===== src/rtl/packet_tx_serializer.sv =====
// -----------------------------------------------------------------------------
// packet_tx_serializer
//
// Purpose:
//   Accepts one whole packet (header/addr/data) on a valid/ready bundle port
//   and emits it on a narrow link as NBEATS beats with valid/ready/last.
//   Beat order is header, addr, data. Fields wider than one beat go out
//   least-significant slice first. One packet is held in a staging register.
//   A new packet can be captured on the same edge as the last-beat
//   handshake, so back-to-back packets leave no idle cycle between them.
//
// Ports:
//   clock, reset_n          single rising-edge clock, async active-low reset
//   inPacket_valid/ready    bundle handshake (ready is combinational)
//   inPacket_tx_header      HDR_W  packet header
//   inPacket_tx_addr        ADDR_W packet address
//   inPacket_tx_data        DATA_W packet data
//   outBeat_valid/ready     beat handshake
//   outBeat_data            BEAT_W beat payload
//   outBeat_last            final beat of the packet
//   outBeat_idx             index of the current beat within the packet
//   pkt_count               CNT_W  packets fully sent since reset (wraps)
//   busy                    a packet is in flight
// -----------------------------------------------------------------------------
module packet_tx_serializer #(
    parameter  int HDR_W  = 16,
    parameter  int ADDR_W = 16,
    parameter  int DATA_W = 32,
    parameter  int BEAT_W = 16,
    parameter  int CNT_W  = 16,
    localparam int NBEATS = (HDR_W + ADDR_W + DATA_W) / BEAT_W,
    localparam int IDX_W  = (NBEATS > 1) ? $clog2(NBEATS) : 1
) (
    input  logic              clock,
    input  logic              reset_n,
    input  logic              inPacket_valid,
    output logic              inPacket_ready,
    input  logic [HDR_W-1:0]  inPacket_tx_header,
    input  logic [ADDR_W-1:0] inPacket_tx_addr,
    input  logic [DATA_W-1:0] inPacket_tx_data,
    output logic              outBeat_valid,
    input  logic              outBeat_ready,
    output logic [BEAT_W-1:0] outBeat_data,
    output logic              outBeat_last,
    output logic [IDX_W-1:0]  outBeat_idx,
    output logic [CNT_W-1:0]  pkt_count,
    output logic              busy
);

    localparam int TOT_W = HDR_W + ADDR_W + DATA_W;
    localparam logic [IDX_W-1:0] LAST_IDX = IDX_W'(NBEATS - 1);

    typedef enum logic {
        IDLE = 1'b0,
        SEND = 1'b1
    } state_e;

    state_e             state_q;
    logic [TOT_W-1:0]   stage_q;
    logic [IDX_W-1:0]   idx_q;
    logic [BEAT_W-1:0]  data_q;
    logic               last_q;
    logic               valid_q;
    logic [CNT_W-1:0]   cnt_q;

    logic [TOT_W-1:0]   bundle_d;
    logic [IDX_W-1:0]   idx_d;
    logic               beat_hs;
    logic               load;

    // Header sits in the low bits so beat k is simply slice k of the bundle.
    assign bundle_d = {inPacket_tx_data, inPacket_tx_addr, inPacket_tx_header};
    assign idx_d    = idx_q + 1'b1;
    assign beat_hs  = valid_q & outBeat_ready;

    // Ready is combinational from outBeat_ready so the next packet can be
    // taken on the very edge that retires the current last beat.
    assign inPacket_ready = (state_q == IDLE) | ((state_q == SEND) & last_q & outBeat_ready);
    assign load           = inPacket_valid & inPacket_ready;

    // Single FSM process; every output-facing value is a register, so there is
    // no combinational path from inPacket_* to outBeat_*.
    always_ff @(posedge clock or negedge reset_n) begin
        if (!reset_n) begin
            // NOTE: the staging register is reset as well, so a dropped packet
            // can never leak into a later beat and outBeat_data is 0 after reset.
            state_q <= IDLE;
            stage_q <= '0;
            idx_q   <= '0;
            data_q  <= '0;
            last_q  <= 1'b0;
            valid_q <= 1'b0;
            cnt_q   <= '0;
        end else begin
            // NOTE: non-blocking assignments throughout, so every branch below
            // sees the pre-edge values of the registers it reads.
            if (beat_hs && last_q) begin
                cnt_q <= cnt_q + 1'b1;
            end

            if (load) begin
                // IDLE capture, or a new packet on the last-beat handshake.
                state_q <= SEND;
                stage_q <= bundle_d;
                idx_q   <= '0;
                data_q  <= bundle_d[BEAT_W-1:0];
                last_q  <= (NBEATS == 1);
                valid_q <= 1'b1;
            end else if (beat_hs) begin
                if (last_q) begin
                    state_q <= IDLE;
                    idx_q   <= '0;
                    data_q  <= '0;
                    last_q  <= 1'b0;
                    valid_q <= 1'b0;
                end else begin
                    idx_q  <= idx_d;
                    data_q <= stage_q[int'(idx_d) * BEAT_W +: BEAT_W];
                    last_q <= (idx_d == LAST_IDX);
                end
            end
            // Without a handshake everything holds: beats stay stable under
            // backpressure and the staging register is never touched mid-packet.
        end
    end

    assign outBeat_valid = valid_q;
    assign outBeat_data  = data_q;
    assign outBeat_last  = last_q;
    assign outBeat_idx   = idx_q;
    assign pkt_count     = cnt_q;
    assign busy          = (state_q == SEND);

endmodule

===== config.mk =====
export PLATFORM = sky130hd
export DESIGN_NAME = packet_tx_serializer
export DESIGN_NICKNAME = d
export VERILOG_FILES = /design/src/rtl/packet_tx_serializer.sv
export SDC_FILE = /design/constraint.sdc
export NUM_CORES = 1
export LEC_CHECK = 0
export ABC_AREA = 1
export ABC_CLOCK_PERIOD_IN_PS = 4500
export CAP_MARGIN = 10
export CORE_ASPECT_RATIO = 0.5
export CORE_MARGIN = 5
export CORE_UTILIZATION = 30
export DETAILED_ROUTE_END_ITERATION = 12
export SYNTH_ARGS = -nofsm -noshare
export SYNTH_HDL_FRONTEND = slang
export SYNTH_SLANG_ARGS = --single-unit

===== constraint.sdc =====
create_clock -name clock -period 4.5 [get_ports clock]
set_clock_uncertainty 0.05 [all_clocks]
set_input_delay 0.675 -clock clock [delete_from_list [all_inputs] [get_ports clock]]
set_output_delay 0.675 -clock clock [all_outputs]
set_load 0.03 [all_outputs]

* Yosys cells after proc, flatten, opt, wreduce, memory -nomap -nowiden *
Cells that the tools add are included.

word-level totals
  flip-flop bits (word level) = 100
  input bits = 68
  output and inout port bits = 38
  logic and storage cells = 32

cells by class
  $add $sub $neg = 2
  eq/ne operators = 1
  shift-type cells = 1
  muxes and demuxes = 12
  bitwise operators = 6
  reduce and logical (&&, ||, !) cells = 4

operators by type and width
  cell                                           count
  indexed part select 64 x 7 -> 16 bit           1
  2-to-1 mux 16 bit                              3
  adder 16 x 1 -> 16 bit, second input constant  1
  2-to-1 mux 1 bit                               6
  2-to-1 mux 2 bit                               3
  bitwise AND 1 bit                              4
  nonzero test 2 bit                             2
  adder 2 x 1 -> 2 bit, second input constant    1
  equality test 2 bit, second input constant     1
  AND reduction 2 bit                            1
  logical AND 1 bit                              1
  inverter 1 bit                                 1
  OR 1 bit                                       1

* Logic depth before layout (Yosys ltp) *
Gate-level depths: netlist of the first run.

  depth in word-level cells = 6
  gate-level depth with buffers = 10
  mapped depth without buffers = 9

* Worst setup path after synthesis of the first run *
No wires, ideal clock.

  path type = reg-to-reg
  from = register idx_q[0], in the netlist outBeat_idx[0]
  to = register data_q[6], in the netlist outBeat_data[6]
  setup time = 125 ps
  arrival time = 2025 ps
  data required time = 4325 ps
  path slack = 2300 ps
  stages on the path, launching flop included = 11
  cells stage by stage = dfrtp_1 -> buf_2 -> inv_1 -> buf_2 -> ha_1 -> buf_2 -> clkinv_1 -> buf_1 -> nand3_1 -> nand3_1 -> nand3_1

on the way
  cells in the longest elaborated chain, start to end = 5

ends and longest elaborated chain
  item                                  RTL line  text
  start: declaration                    60        logic [IDX_W-1:0] idx_q;
  start signal: assignment              117       idx_q <= idx_d;
  adder 2 x 1 -> 2 bit                  73        assign idx_d = idx_q + 1'b1;
  indexed part select 64 x 7 -> 16 bit  118       data_q <= stage_q[int'(idx_d) * BEAT_W +: BEAT_W];
  2-to-1 mux 16 bit                     110       if (last_q) begin
  2-to-1 mux 16 bit                     109       end else if (beat_hs) begin
  2-to-1 mux 16 bit                     101       if (load) begin
  end signal: assignment                106       data_q <= bundle_d[BEAT_W-1:0];
  end signal: assignment                118
  end: declaration                      61        logic [BEAT_W-1:0] data_q;

Every way passes these cells. The select of a mux whose other input is x is not followed.
A chain may end at the register's enable or synchronous reset.

* Final worst setup path of the first run *
  from = input port outBeat_ready
  to = output port inPacket_ready

on the way
  cells in the longest elaborated chain, start to end = 2

ends and longest elaborated chain
  item                RTL line  text
  start: declaration  42        input logic outBeat_ready,
  bitwise AND 1 bit   78        assign inPacket_ready = (state_q == IDLE) | ((state_q == SEND) & last_q & outBeat_ready);
  OR 1 bit            78
  end: declaration    37        output logic inPacket_ready,

Every way passes these cells.

==> results of run 1 <==
==> worst reg2reg max path, delay by kind of cell (launching register included) <==
kind | cells | cell delay [ps]
buffers and inverters | 3 | 1170
adder cells (fa/ha/maj) | 1 | 750
AND/OR/NAND/NOR | 3 | 580
flip-flops | 1 | 320
==> routing by layer <==
layer,wire length (µm),global-route usage [%],vias to the layer above
met5,0,0,-
met4,110,3.19,0
met3,495,3.16,9
met2,5690,21.6,67
met1,5970,19.7,1875
li1,-,-,1983
==> sequential cells by signal, indices dropped and copies added (netlist names) <==
register       count
stage_q           64
outBeat_idx        2
outBeat_data      16
pkt_count         16
outBeat_last       1
outBeat_valid      1
==> cells in the mapped netlist (all sizes together) <==
| cell | n | area share (%) |
|---|---|---|
| buf | 22 | 3.8 |
| nand2 | 330 | 27 |
| nand4 | 3 | 0.41 |
| o21ai | 5 | 0.54 |
| clkinv | 1 | 0.081 |
| nor2 | 18 | 2.1 |
| xor2 | 3 | 0.57 |
| dfrtp | 100 | 54 |
| xnor2 | 4 | 0.76 |
| ha | 2 | 0.54 |
| a21oi | 1 | 0.11 |
| nand3b | 2 | 0.32 |
| inv | 17 | 1.4 |
| clkbuf | 4 | 0.32 |
| nand3 | 68 | 7.6 |
==> per-stage QoR <==
| step | hold slack [ps] | setup WS [ps] | area (µm²) | std cells |
|---|---|---|---|---|
| final | 393 | 1560 | 6070 | 881 |
| after global routing | 447 | 1290 | 6070 | 881 |
| after CTS | 431 | 1520 | 6070 | 881 |
| after detailed placement | 415 | 1430 | 5760 | 866 |
| after global placement | 413 | 1500 | 5760 | 866 |
| after floorplan | 329 | 2300 | 4630 | 580 |
==> report_power, final <==
| part | switching, µW | internal, µW | leakage (µW) |
|---|---|---|---|
| combinational | 1180 | 663 | 0.00155 |
| sequential | 232 | 1280 | 0.00126 |
| clock | 350 | 453 | 0.000152 |
| total | 1760 | 2400 | 0.00296 |
==> logic make-up (layout without fill, tap and decap cells) <==
family	Yosys count	in the layout	share of synthesized area (%)
adder cells (fa/ha/maj)	2	2	0.540
AND/OR/NAND/NOR	421	421	37.8
XOR/XNOR	7	7	1.32
flip-flops	100	100	54.1
AO/OA/AOI/OAI	6	6	0.648
buffers and inverters	44	141	5.68
==> path summary, 6_finish.rpt <==
path,end,slack (ps),depth (start not counted)
max,inPacket_ready,1560,6
min,stage_q[34],390,1
max reg2reg,outBeat_data[5],1570,7
min reg2reg,stage_q[7],430,2
max in group asynchronous,stage_q[22],3010,2
min in group clock,stage_q[7],430,2
==> final cells by class <==
| class | count | area [µm²] | area share [%] |
|---|---|---|---|
| Clock inverter | 5 | 67.6 | 1.11 |
| Multi-Input combinational cell | 436 | 1860 | 30.7 |
| Inverter | 18 | 70.1 | 1.15 |
| Tap cell | 204 | 255 | 4.21 |
| Clock buffer | 10 | 239 | 3.94 |
| Sequential cell | 100 | 2500 | 41.2 |
| Timing Repair Buffer | 108 | 1070 | 17.6 |
==> impl_metrics.ini, run 1 <==
[logic_synthesis]
ys_seq_elements = 100
ys_types = 26
synthesis.nets = 650
syn_area_mm2 = 0.00463
synth_area_per_cell_um2 = 7.98
yosysWarnings = 0
ys_seq_area_share_pct = 54.1
netlist_instances = 580

[power]
irDropWorstVdd_v = 0.000225
p_per_area_mw_per_mm2 = 685
totalPowerFinal_uw = 4160
p_leak_uw = 0.00296

[floorplan]
dieArea_mm2 = 0.0182
die_x_um = 186
io_pins = 106
rows = 32
start_util_pct = 30.3
core_mm2 = 0.0153
fp.dieH_um = 97.8

[cells_and_area]
n_fill_cell = 1557
diodes = 0
final_cell_mix = 323 x nand2_1, 104 x clkdlybuf4s50_1, 100 x dfrtp_1, 67 x nand3_1, 14 x inv_1
drive_gt1_share_pct = 5.17
utilization_pct = 39.8
layout_commonest_cell = nand2_1
fin_nets = 743
syn_to_final_growth_pct = 31.1

[clock_network]
cts_resized = 0
cts_tree = yes
cts_sinks = 100
tritoncts.num_buffers = 9
h-tree-depth = 3
clk_latency_ps = 340
clk_pin_slew_ps = 70
clk_path_buf_depth = 2
cts_setup_buffers = 0
cts.hold.buffers_added = 0
root_buffer = clkbuf_16

[placement]
hpwl_um = 8180
gp_congestion = 0.775
port_buffers = 105

[global_routing]
grt_util_all_layers_pct = 13.9
antenna_found_initial = 0
grt_max_degree = 71
grt_pass1_vias = 3982
grt_pass1_wl_um = 20300
overflow = 0

[flow_run]
cap_violations = 0

[sta]
fin_crit_sh_pct = 65.2
relSlewSlack_pct = 36.7
min_period_ps = 2940
drv_slew = 0
max_slew.worst_pin.slew_ps = 948
fmax_mhz = 341
setup_tns_ps = 0
rsz0062_at_grt = false
final-setup-viol-count = 0
hold_viol = 0

[setup_path]
cp.arrival_ps = 2210
required_ps = 3770
critPathSlowestCell = clkdlybuf4s50_1
crit_path_frequent_cell = nand2_2
crit_type = primary input to output pin
endpoint_kind = output pin
r2r_start = outBeat_idx[0]
startpoint = outBeat_ready
path_cells = clkdlybuf4s50_1, nand2_2, inv_2, nand2_2, nand2_2, clkdlybuf4s50_1
crit_path_max_fanout = 4
crit_buf_inv = 3
cp-start-kind = primary input
critical-path-top-delay-family = buffers and inverters
cpPeakStageDelay_ps = 700

[detailed_routing]
vias = 3934
ant_nets = 0
drc = 0
routedWlPerCell_um = 13.9
viasPerCell = 4.47
initialDrtViolationCount = 250
totalWireLength_um = 12300
firstDrtPassIters = 4

[worst_hold_path]
holdCritPathClass = primary input to asynchronous set/reset pin

[outcome]
status = completed
(Power assumes the default switching activity.)
==> run 2: changes to the inputs <==
ABC_CLOCK_PERIOD_IN_PS = 2750   (was 4500)
clock period = 2.75 ns   (was 4.5 ns; I/O delays follow)
==> run 2 against run 1 <==
Power rose by 63%; die area did not move; critical path depth is the same; final cell count increased by 0.79%; register-to-register slack worse by 950 ps; via count rose by 0.13%; largest power group unchanged; critical path type unchanged.
==> impl_metrics.ini, run 2 (synthesized netlist as in run 1, its figures left out) <==
[setup_path]
rr_worst_depth = 7
path_cells = clkdlybuf4s50_1, nand2_2, inv_2, nand2_2, nand2_2, clkdlybuf4s50_1
cpPeakStageDelay_ps = 680
cp-start-kind = primary input
path_depth = 6
cp.arrival_ps = 1920
required_ps = 2290
endpoint_kind = output pin
crit_type = primary input to output pin
critical-path-top-delay-family = buffers and inverters
critPathSlowestCell = clkdlybuf4s50_1
reg2reg_slack_ps = 620
crit_path_max_fanout = 4
crit_path_frequent_cell = nand2_2
crit_buf_inv = 3

[sta]
max_slew.worst_pin.slew_ps = 681
min_period_ps = 2390
drv_slew = 0
fin_crit_sh_pct = 86.8
rsz0062_at_grt = false
fmax_mhz = 419
final-setup-viol-count = 0
hold_viol = 0
setup_tns_ps = 0
relSlewSlack_pct = 54.6

[global_routing]
busiest_layer = met2
grt_pass1_wl_um = 20400
use_met2_pct = 22.6
grt_max_degree = 65
grt_pass1_vias = 4034
grt_util_all_layers_pct = 13.9
antenna_found_initial = 1
met1_usage_pct = 19.0
overflow = 0
grt_use_met3_pct = 3.35

[power]
p_per_area_mw_per_mm2 = 1110
irDropWorstVdd_v = 0.000486
p_leak_uw = 0.00298
totalPowerFinal_uw = 6780

[detailed_routing]
firstDrtPassIters = 4
initialDrtViolationCount = 300
ant_nets = 0
routedWlPerCell_um = 13.8
vias = 3939
drc = 0
totalWireLength_um = 12300
viasPerCell = 4.44

[flow_run]
cap_violations = 0

[floorplan]
start_util_pct = 30.3
core_mm2 = 0.0153
io_pins = 106
die_x_um = 186
rows = 32
fp.dieH_um = 97.8
dieArea_mm2 = 0.0182

[cells_and_area]
diodes = 0
fin_nets = 750
utilization_pct = 40.0
largest_reg_flops = 64
drive_gt1_share_pct = 5.85
final_cell_mix = 323 x nand2_1, 104 x clkdlybuf4s50_1, 100 x dfrtp_1, 67 x nand3_1, 14 x inv_1
regMostFlops = stage_q
layout_commonest_cell = nand2_1
n_fill_cell = 1528
syn_to_final_growth_pct = 31.9

[clock_network]
cts_tree = yes
clk_path_buf_depth = 2
cts_setup_buffers = 0
clk_pin_slew_ps = 70
tritoncts.num_buffers = 9
h-tree-depth = 3
root_buffer = clkbuf_16
clk_latency_ps = 340
cts_sinks = 100

[placement]
gp_congestion = 0.775
port_buffers = 105
hpwl_um = 8430

[worst_hold_path]
holdCritPathClass = register to register
hold_path_depth = 2

[outcome]
status = completed
[run 2: tightest hold or removal path, stage by stage, from the launching register on]
cell and delay [ps]:
dfrtp_1 340, nand2_1 50, nand2_1 60
[run 2: worst paths after layout]
path | from | endpoint
max | outBeat_ready | inPacket_ready
min | stage_q[31] | stage_q[31]
max reg2reg | outBeat_idx[0] | outBeat_data[7]
min reg2reg | stage_q[31] | stage_q[31]
max in group asynchronous | reset_n | stage_q[26]
min in group asynchronous | reset_n | stage_q[34]
[run 2: cell type report]
type                       instances  area, µm²  share of cell area [%]
sequential                       100       2500                    41.0
multi-input combinational        436       1860                    30.5
timing repair buffer             115       1130                    18.4
tap                              204        255                    4.18
clock buffer                      10        229                    3.75
inverter                          18       70.1                    1.15
clock inverter                     5       60.1                   0.983
[run 2: what timing repair did]
action,in CTS,in global routing
endpoints found under the setup margin,0,0
endpoints found under the hold margin,28,0
resized for setup,0,0
hold buffers,1,0
[run 2: per-stage QoR]
stage	std cells	hold WS (ps)	setup WS, ps	area, µm²
2_1_floorplan	580	66.9	550	4630
3_3_place_gp	872	317	362	5810
3_5_place_dp	872	325	349	5810
4_1_cts	888	433	345	6110
5_1_grt	888	446	283	6110
6_report	888	431	364	6110
[run 2: metal layers]
layer | routed length (µm) | share of wire (%) | vias to the layer above
met2 | 5710 | 47 | 77
met5 | 13 | 0.11 | -
met4 | 95 | 0.77 | 2
met1 | 5770 | 47 | 1862
met3 | 678 | 5.5 | 8
li1 | - | - | 1990
[run 2: power by group]
| part | internal, µW | total, µW | leakage (µW) | switching, µW |
|---|---|---|---|---|
| combinational | 1120 | 3070 | 0.00158 | 1950 |
| sequential | 2100 | 2470 | 0.00126 | 368 |
| clock | 706 | 1250 | 0.000139 | 542 |
==> run 3: changes to the inputs <==
CORE_ASPECT_RATIO = 0.9   (was 0.5)
==> run 3 against run 2 <==
Sequential cell count is the same; wire length decreased by 0.50%; via count is 0.30% lower; critical path type unchanged; largest power group unchanged.
==> impl_metrics.ini, run 3 (synthesized netlist as in run 1, its figures left out) <==
[outcome]
status = completed

[floorplan]
die_x_um = 141
start_util_pct = 30.3
fp.dieH_um = 128
io_pins = 106
dieArea_mm2 = 0.0180
rows = 43
core_mm2 = 0.0153

[clock_network]
h-tree-depth = 3
cts.hold.buffers_added = 0
cts_sinks = 100
clk_latency_ps = 350
root_buffer = clkbuf_16
clk_path_buf_depth = 2
clk_pin_slew_ps = 70
cts_setup_buffers = 0
tritoncts.num_buffers = 9
cts_resized = 0
cts_tree = yes

[global_routing]
grt_pass1_wl_um = 20300
antenna_found_initial = 0
grt_pass1_vias = 4045
grt_max_degree = 66
overflow = 0
grt_util_all_layers_pct = 14.1

[setup_path]
cp-start-kind = primary input
required_ps = 2290
crit_path_max_fanout = 4
cp.arrival_ps = 1930
crit_type = primary input to output pin
endpoint_kind = output pin

[detailed_routing]
firstDrtPassIters = 4
vias = 3927
totalWireLength_um = 12200
routedWlPerCell_um = 13.8
ant_nets = 0
viasPerCell = 4.43
initialDrtViolationCount = 292
drc = 0

[placement]
post-place-ws_ps = 353
dp_cells = 870
placed_area_mm2 = 0.00583
hpwl_um = 8650
gp_congestion = 0.782
port_buffers = 105

[power]
p_seq_share_pct = 36.6
p_clk_share_pct = 18.9
p_per_area_mw_per_mm2 = 1120
p_sw_share_pct = 42.1
p_leak_uw = 0.00299
irDropWorstVdd_v = 0.000460
p_int_uw = 3960
comb_power_share_pct = 44.5
p_sw_uw = 2880

[sta]
layout_setup_ws_ps = 357
max_slew.worst_pin.slew_ps = 851
fin_crit_sh_pct = 87.0
final-setup-viol-count = 0
fmax_mhz = 418
min_period_ps = 2390
drv_slew = 0
rsz0062_at_grt = false
setup_tns_ps = 0
hold_viol = 0
relSlewSlack_pct = 43.2

[cells_and_area]
stdcell_count = 886
layout_commonest_cell = nand2_1
diodes = 0
fin_nets = 749
fin_area_mm2 = 0.00613
drive_gt1_share_pct = 5.99
syn_to_final_growth_pct = 32.4
largest_reg_flops = 64
utilization_pct = 40.1
final_cell_mix = 323 x nand2_1, 104 x clkdlybuf4s50_1, 100 x dfrtp_1, 67 x nand3_1, 14 x inv_1
regMostFlops = stage_q

[flow_run]
cap_violations = 0

[worst_hold_path]
holdCritPathClass = primary input to asynchronous set/reset pin
[run 3: changes by cell type in the layout (fill, tap and decap cells not counted)]
cell	before	now
buf_4	10	8
buf_12	0	2
inv_6	2	1
dlygate4sd3_1	1	0
clkinv_4	0	1
inv_8	0	1
[run 3: worst max-delay path, stage by stage]
cell and delay, ps:
clkdlybuf4s50_1 470, nand2_2 110, inv_2 70, nand2_2 70, nand2_2 110, clkdlybuf4s50_1 680
[run 3: final timing paths]
path                           startpoint                to  slack [ps]  cells past startpoint
setup / recovery            outBeat_ready    inPacket_ready         360                      6
hold / removal                    reset_n      pkt_count[5]         120                      1
setup reg to reg           outBeat_idx[0]  outBeat_data[15]         570                      6
hold reg to reg               stage_q[34]       stage_q[34]         430                      2
max in group asynchronous         reset_n       stage_q[43]        1830                      2
min in group clock            stage_q[34]       stage_q[34]         430                      2
[run 3: area by class of cell]
class / count / area [µm²]
tap: 202 / 253
inverter: 18 / 70.1
fill: 1567 / 9150
sequential: 100 / 2500
clock inverter: 6 / 71.3
clock buffer: 10 / 229
multi-input combinational: 436 / 1860
timing repair buffer: 114 / 1140
[run 3: metal layers]
layer | track usage, % | part of all wire, % | vias to the layer above
li1 | - | - | 1999
met1 | 19.2 | 48 | 1812
met2 | 22.2 | 45 | 111
met3 | 4.03 | 6.1 | 5
met4 | 3.48 | 0.77 | 0
met5 | 0 | 0 | -
[run 3: per-stage QoR]
step,hold WS [ps],power (µW)
floorplan,66.9,4550
detailed placement,415,5600
finish,120,6840
CTS,152,6930
global placement,412,5540
global route,194,7400
[run 3: power by group through the flow]
stage / sequential (µW) / combinational [µW] / clock, µW
2_1_floorplan: 2740 / 1810 / 0
3_3_place_gp: 2510 / 3030 / 0
3_5_place_dp: 2530 / 3070 / 0
4_1_cts: 2510 / 3090 / 1330
5_1_grt: 2590 / 3420 / 1400
6_report: 2510 / 3040 / 1290
